==> src/rtl/lif_sub_neuron.sv <==
// lif_sub_neuron: leaky integrate-and-fire neuron with saturating membrane and reset-by-subtraction.
// Ports:
//   clk, rst          rising-edge clock, synchronous active-high reset
//   in_valid/in_ready input-current handshake (ready only while IDLE)
//   in_current        signed synaptic input, sign-extended and added to vmem
//   step              end-of-timestep strobe, starts LEAK -> FIRE -> DONE
//   leak              unsigned decay magnitude applied toward zero in LEAK
//   threshold         signed firing threshold (> 0)
//   spike_valid       one-cycle strobe in DONE, spike qualified by it
//   spike             fire result of the last timestep, held between timesteps
//   vmem              registered signed membrane potential
// Optional feature: define LIF_REFRACTORY_EN to enable a REFRAC_STEPS-timestep refractory period.
module lif_sub_neuron #(
  parameter int INP_WIDTH    = 8,
  parameter int ACC_WIDTH    = 12,
  parameter int REFRAC_STEPS = 2
) (
  input  logic                        clk,
  input  logic                        rst,
  input  logic                        in_valid,
  output logic                        in_ready,
  input  logic signed [INP_WIDTH-1:0] in_current,
  input  logic                        step,
  input  logic        [INP_WIDTH-1:0] leak,
  input  logic signed [ACC_WIDTH-1:0] threshold,
  output logic                        spike_valid,
  output logic                        spike,
  output logic signed [ACC_WIDTH-1:0] vmem
);
  localparam int W = ACC_WIDTH + 1;
  typedef enum logic [1:0] {IDLE, LEAK, FIRE, DONE} state_t;
  state_t state;
  logic signed [W-1:0] v_ext, in_ext, leak_ext, thr_ext, sum, dec, inc, sub;
  logic signed [ACC_WIDTH-1:0] leaked;
  logic take, fire_ok, refrac;
  // Operands never exceed ACC_WIDTH bits, so one extra bit holds any sum and a
  // disagreement of the top two bits marks overflow.
  function automatic logic signed [ACC_WIDTH-1:0] sat(input logic signed [W-1:0] x);
    return (x[W-1] != x[W-2]) ? (x[W-1] ? {1'b1, {(ACC_WIDTH-1){1'b0}}} : {1'b0, {(ACC_WIDTH-1){1'b1}}})
                              : x[ACC_WIDTH-1:0];
  endfunction
  always_comb begin
    v_ext    = {vmem[ACC_WIDTH-1], vmem};
    in_ext   = {{(W-INP_WIDTH){in_current[INP_WIDTH-1]}}, in_current};
    leak_ext = {{(W-INP_WIDTH){1'b0}}, leak};
    thr_ext  = {threshold[ACC_WIDTH-1], threshold};
    sum      = v_ext + in_ext;
    dec      = v_ext - leak_ext;
    inc      = v_ext + leak_ext;
    sub      = v_ext - thr_ext;
    // Decay stops at zero from either side instead of crossing it.
    leaked   = (v_ext > 0) ? ((dec < 0) ? '0 : dec[ACC_WIDTH-1:0]) :
               (v_ext < 0) ? ((inc > 0) ? '0 : inc[ACC_WIDTH-1:0]) : vmem;
    take     = in_valid && in_ready;
    fire_ok  = !refrac && (vmem >= threshold);
  end
  assign in_ready = (state == IDLE);
`ifdef LIF_REFRACTORY_EN
  localparam int RW = $clog2(REFRAC_STEPS + 1);
  logic [RW-1:0] rcnt;
  assign refrac = (rcnt != '0);
  // Loaded in the DONE that reports a spike, so the following REFRAC_STEPS
  // timesteps are refractory; each later DONE counts one off.
  always_ff @(posedge clk) begin
    if (rst) rcnt <= '0;
    else if (state == DONE) rcnt <= spike ? RW'(REFRAC_STEPS) : (refrac ? rcnt - 1'b1 : rcnt);
  end
`else
  logic unused_refrac;
  assign refrac = 1'b0;
  assign unused_refrac = ^REFRAC_STEPS;
`endif
  always_ff @(posedge clk) begin
    if (rst) begin
      state       <= IDLE;
      vmem        <= '0;
      spike       <= 1'b0;
      spike_valid <= 1'b0;
    end else begin
      spike_valid <= (state == FIRE);
      case (state)
        IDLE: begin
          if (take && !refrac) vmem <= sat(sum);
          if (step) state <= LEAK;
        end
        LEAK: begin
          vmem  <= leaked;
          state <= FIRE;
        end
        FIRE: begin
          spike <= fire_ok;
          if (fire_ok) vmem <= sat(sub);
          state <= DONE;
        end
        default: state <= IDLE;
      endcase
    end
  end
endmodule

==> config.mk <==
export PLATFORM = sky130hd
export DESIGN_NAME = lif_sub_neuron
export DESIGN_NICKNAME = d
export VERILOG_FILES = /design/src/rtl/lif_sub_neuron.sv
export SDC_FILE = /design/constraint.sdc
export NUM_CORES = 1
export LEC_CHECK = 0
export ABC_AREA = 1
export CORE_UTILIZATION = 60
export DETAILED_ROUTE_END_ITERATION = 12
export PLACE_DENSITY = 0.95
export SYNTH_ARGS = -nofsm -noshare
export SYNTH_HDL_FRONTEND = slang
export SYNTH_SLANG_ARGS = --single-unit
==> constraint.sdc <==
create_clock -name clk -period 4.8 [get_ports clk]
set_input_delay 0.72 -clock clk [delete_from_list [all_inputs] [get_ports clk]]
set_output_delay 0.72 -clock clk [all_outputs]
set_load 0.05 [all_outputs]
Word-level counts from Yosys, hierarchy flattened
Cells that the tools add are included.
{"block": "op_classes", "n_addsub": 4, "mul": 0, "div": 0, "n_lt_le_gt_ge": 5, "eq_ne": 8, "shift": 0, "mux": 13, "bitwise": 0, "reduce_logical": 4}
{"cell": "$mux 12", "n": 10}
{"cell": "$pmux 12 s3", "n": 1}
{"cell": "$add 12x8->13", "n": 1}
{"cell": "$add 12x9->13", "n": 1}
{"cell": "$gt 13x1->1 const B", "n": 1}
{"cell": "$lt 13x1->1 const B", "n": 1}
{"cell": "$sub 12x12->13", "n": 1}
{"cell": "$sub 12x9->13", "n": 1}
{"cell": "$ge 12x12->1", "n": 1}
{"cell": "$gt 12x1->1 const B", "n": 1}
{"cell": "$lt 12x1->1 const B", "n": 1}
{"cell": "$pmux 2 s3", "n": 1}
{"cell": "$ne 2x1->1 const B", "n": 2}
{"cell": "$reduce_and 4->1", "n": 1}
{"cell": "$ne 3x3->1 const B", "n": 1}
{"cell": "$reduce_bool 3->1", "n": 1}
{"cell": "$eq 2x1->1 const B", "n": 1}
{"cell": "$eq 2x2->1 const B", "n": 1}
{"cell": "$logic_not 2->1", "n": 1}
{"cell": "$mux 2", "n": 1}
{"cell": "$ne 1x1->1", "n": 2}
{"cell": "$ne 2x2->1 const B", "n": 1}
{"cell": "$logic_and 1x1->1", "n": 1}
{"block": "word_totals", "ff_bits": 16, "latch_bits": 0, "ramBits": 0, "rom_bits": 0, "input_bits": 32, "elab_cells": 38, "memories": 0}

Logic depth before layout (Yosys ltp)
{"block": "logic_depth", "ltp_word": 6, "ltp_mapped": 20, "mapped_depth_nobuf": 19}

Worst setup path before layout
No wires, ideal clock.
{"block": "synth_path", "path_type": "register to register", "start": "register vmem[1]", "end": "register vmem[1]", "setup_time_ps": 70, "arrival_time_ps": 2649, "required_ps": 4730, "setup_slack_ps": 2081, "stages_incl_launch_ff": 18, "path_buffers": 0, "path_cell_list": "dfxtp_1 -> inv_1 -> fa_1 -> nor2_2 -> nand2_1 -> nand2_1 -> nand2_1 -> nand2_1 -> nand2_1 -> nand2_1 -> nand3_1 -> nor2_2 -> nand2_2 -> nand3_4 -> nand2_1 -> nand3_1 -> nand2_1 -> a21oi_2"}
{"block": "synth_between", "elab_chain_cells": 6, "elab_cells_between_ends": 25}
{"item": "start: declaration", "line_no": "28", "text": "output logic signed [ACC_WIDTH-1:0] vmem"}
{"item": "start signal: assignment", "line_no": "83", "text": "if (take && !refrac) vmem <= sat(sum);"}
{"item": "start signal: assignment", "line_no": "87", "text": "vmem <= leaked;"}
{"item": "start signal: assignment", "line_no": "92", "text": "if (fire_ok) vmem <= sat(sub);"}
{"item": "$add 12x9->13", "line_no": "49", "text": "inc = v_ext + leak_ext;"}
{"item": "$gt 13x1->1", "line_no": "53", "text": "(v_ext < 0) ? ((inc > 0) ? '0 : inc[ACC_WIDTH-1:0]) : vmem;"}
{"item": "$mux 12 (2 in a row)", "line_no": "53"}
{"item": "$mux 12", "line_no": "52", "text": "leaked = (v_ext > 0) ? ((dec < 0) ? '0 : dec[ACC_WIDTH-1:0]) :"}
{"item": "$pmux 12 s3", "line_no": "81", "text": "case (state)"}
Parallel ways exist; a longest one is shown, timed or not. The select of a mux whose other input is x is not followed.
A chain may end at the register's enable or synchronous reset.

Worst setup path after layout
{"block": "layout_path", "start": "input leak[0]", "end": "register vmem[7]"}
{"block": "layout_between", "elab_chain_cells": 6, "elab_cells_between_ends": 9}
{"item": "start: declaration", "line_no": "24", "text": "input logic [INP_WIDTH-1:0] leak,"}
{"item": "$add 12x9->13", "line_no": "49"}
{"item": "$gt 13x1->1", "line_no": "53"}
{"item": "$mux 12 (2 in a row)", "line_no": "53"}
{"item": "$mux 12 *", "line_no": "52"}
{"item": "$pmux 12 s3 *", "line_no": "81"}
Mark *: on every way between the ends. The rest lies on a longest branch, timed or not. The select of a mux whose other input is x is not followed.

==> metrics.md <==
| Metric | Value |
|---|---|
| Net Count, Synth | `677` |
| Final period util | `around 70%` |
| Post-synth design cell area | `3520 µm²` |
| VDD IR-drop max | `280 µV` |
| Placed Cells | `698` |
| Leak Pwr | `2.03 nW` |
| Final ANT Viol Nets | `0` |
| Fmax | `between 200 and 300 MHz` |
| CP Data Required Time | `slightly below 5 ns` |
| Multi-input gate area | `2850 µm²` |
| First-pass GRT wire length | `17.1 mm` |
| Sequential element share of the synthesized area | `9.10%` |
| CP most frequent cell | `nand2_1` |
| Tmin final | `roughly 3.3 ns` |
| Power Density | `595 nW/µm²` |
| Max stage delay on crit path | `0.49 ns` |
| Initial core utilization | `about 63%` |
| Vias | `4064` |
| RSZ-0062 raised after global routing | `false` |
| Routed WL | `10.3 mm` |
| Fillers | `507` |
| Clock network power share | `5.0%` |
| Postcts setup bufs | `0` |
| Seq pwr share | `12.5%` |
| Avg Cell Area, Syn | `between 5 and 6 µm²` |
| Vias per inst | `5.79` |
| Root Buffer Master | `clkbuf_8` |
| Die X | `around 79 µm` |
| Initial antenna violation count | `0` |
| Critical Path AT | `3.52 ns` |
| CP endpoint kind | `flop` |
| Hold_ws | `0.512 ns` |
| DRC viols | `0` |
| Clk sink count | `16` |
| Outcome | `completed` |
| P_sw | `around 0.0015 W` |
| DR WL/cell | `14.7 µm` |
| Final GP Congestion | `roughly 0.94` |
| TritonCTS clock tree | `yes` |
| Drt first pass iters | `5` |
| # rows | `27` |
| Critical-path top delay cell | `clkdlybuf4s50_1` |
| Largest net degree at the start of global routing | `25` |
| Placed Area | `3980 µm²` |
| Finished Layout Cells | `702` |
| Commonest non-fill, non-tap cell in the layout | `nand2_1` |
| PortBufs | `46` |
| Post-layout instance area | `4040 µm²` |
| H-tree levels | `1` |
| Gr usage total | `34.5%` |
| Critical path type | `primary input to flop` |
| CTS clk-pin slew, worst paths | `about 0.070 ns` |
| Syn Inst Count | `595` |
| Most frequent cells in the layout | `nand2_1 (173), inv_1 (61), nor2_1 (58), nand3_1 (57), a21oi_1 (47)` |
| Cell internal pwr | `0.000945 W` |
| Final nets | `713` |
| CP Cell Sequence | `clkdlybuf4s50_1, ha_1, inv_1, fa_1, nor2_2, nand2_1, nand2_1, nand2_1, nand2_1, nand2_1, nand2_1, nand3_1, nor2_2, nand2_2, nand3_4, nand2_1, nand3_1, nand2_1, a21oi_2` |
| P&R area growth vs syn | `14.6%` |
| Hold-fix buffers at CTS | `0` |
| Clock latency on the worst-skew pair | `0.25 ns` |
| Worst setup SP type | `primary input` |
| Crit-path max FO | `10` |
| Yosys reg bits | `16` |
| Comb power frac | `82.5%` |
| Number of global-route vias before repair | `3788` |
| Final-report setup violation count | `0` |
| Library cells used by synthesis | `36` |
| Core area | `around 5600 µm²` |
| Layout cells sized above 1 | `6.67%` |
| Max cap viols | `0` |
| Ys Warns | `0` |
| Resized cells post-CTS | `0` |
| Detail Placement HPWL | `8.46 mm` |
| Hold WC Path Type | `flop to flop` |
| Fin util | `72.4%` |
| Iter 0 DRT Violations | `232` |
| Final Max Slew Viols | `0` |
| Total die area | `around 6200 µm²` |
| ANT cells | `0` |
| Clock Tree Buf Depth | `2` |
| Register area | `320 µm²` |
| Ports | `47` |
| Die height | `78.6 µm` |
| Max-slew headroom | `34.3%` |
| CTS Buf Count | `3` |
| Fin. Hold Viols | `0` |
| Clock skew | `0.00509 ns` |
| Final global-route overflow total | `0` |
| Slew @ Worst Pin | `0.983 ns` |
| Net Sw Frac | `approximately three fifths` |
| TNS Setup | `0 ns` |
==> sequential cells by signal, indices dropped and copies added, names as in the netlist <==
register     cells
spike            1
spike_valid      1
state            2
vmem            12
==> cell usage after synthesis (all sizes together) <==
| library cell | number | area share, % |
|---|---|---|
| nand2 | 177 | 19 |
| o21bai | 1 | 0.21 |
| nor3b | 1 | 0.21 |
| o21ai | 27 | 3.9 |
| o21a | 2 | 0.43 |
| o211ai | 3 | 0.92 |
| fa | 4 | 2.3 |
| nand3 | 59 | 8.9 |
| nand4 | 12 | 2.1 |
| xor2 | 15 | 3.7 |
| inv | 68 | 7.3 |
| a21oi | 61 | 10 |
| dfxtp | 16 | 9.1 |
| clkbuf | 4 | 0.43 |
| buf | 11 | 2.1 |
| xnor2 | 8 | 2.0 |
| a31oi | 3 | 0.71 |
| nor3 | 3 | 0.43 |
| nor4 | 1 | 0.18 |
| ha | 46 | 16 |
| nor2 | 65 | 7.4 |
| a21o | 4 | 0.85 |
| a211oi | 4 | 0.85 |
==> layout make-up <==
| type | count | share of cell area [%] |
|---|---|---|
| inverter | 68 | 6.33 |
| multi-input combinational | 496 | 70.7 |
| sequential | 16 | 7.94 |
| clock buffer | 4 | 1.36 |
| tap | 72 | 2.23 |
| timing repair buffer | 46 | 11.4 |
==> path summary, 6_finish.rpt <==
kind              cells after the start  slack [ns]    start      end
setup / recovery                     19        1.45  leak[0]  vmem[7]
hold reg to reg                       2        0.51    spike    spike
setup reg to reg                     17        1.81  vmem[1]  vmem[7]
hold / removal                        2        0.51    spike    spike
==> worst max-delay path, delay by kind of cell <==
| family | cells | cell delay, ns |
|---|---|---|
| AO/OA/AOI/OAI | 1 | 0.14 |
| adder cells (fa/ha/maj) | 2 | 0.65 |
| buffers and inverters | 2 | 0.56 |
| AND/OR/NAND/NOR | 14 | 1.43 |
==> through the flow <==
step | setup WS [ns] | total power (W)
final | 1.45 | 0.00240
after global routing | 1.18 | 0.00263
after CTS | 1.46 | 0.00237
after detailed placement | 1.23 | 0.00224
after global placement | 1.28 | 0.00221
after floorplan | 2.08 | 0.00180
==> power by group through the flow <==
| stage | Clock, W | Sequential (W) | Combinational [W] |
|---|---|---|---|
| CTS | 0.000118 | 0.000298 | 0.00196 |
| global placement | 0 | 0.000295 | 0.00192 |
| floorplan | 0 | 0.000364 | 0.00144 |
| global route | 0.000125 | 0.000306 | 0.00220 |
| finish | 0.000120 | 0.000300 | 0.00198 |
| detailed placement | 0 | 0.000300 | 0.00194 |
==> per-layer routing <==
layer / global-route usage, % / part of all wire (%) / vias to the layer above
li1: - / - / 2026
met1: 38.7 / 40 / 1821
met2: 66.5 / 50 / 181
met3: 3.26 / 6.2 / 36
met4: 12.2 / 3.4 / 0
met5: 0 / 0 / -
==> cells by family (layout without fill, tap and decap cells) <==
| kind of cell | Yosys count | after routing | synth area share, % |
|---|---|---|---|
| buffers and inverters | 83 | 118 | 9.81 |
| adders and majority gates | 50 | 50 | 18.6 |
| and+or+nand+nor | 318 | 318 | 38.4 |
| xor gates and xnor gates | 23 | 23 | 5.72 |
| DFF | 16 | 16 | 9.10 |
| AOI/OAI and AO/OA | 105 | 105 | 18.3 |
Note: power is estimated with default switching activity, not from simulation.
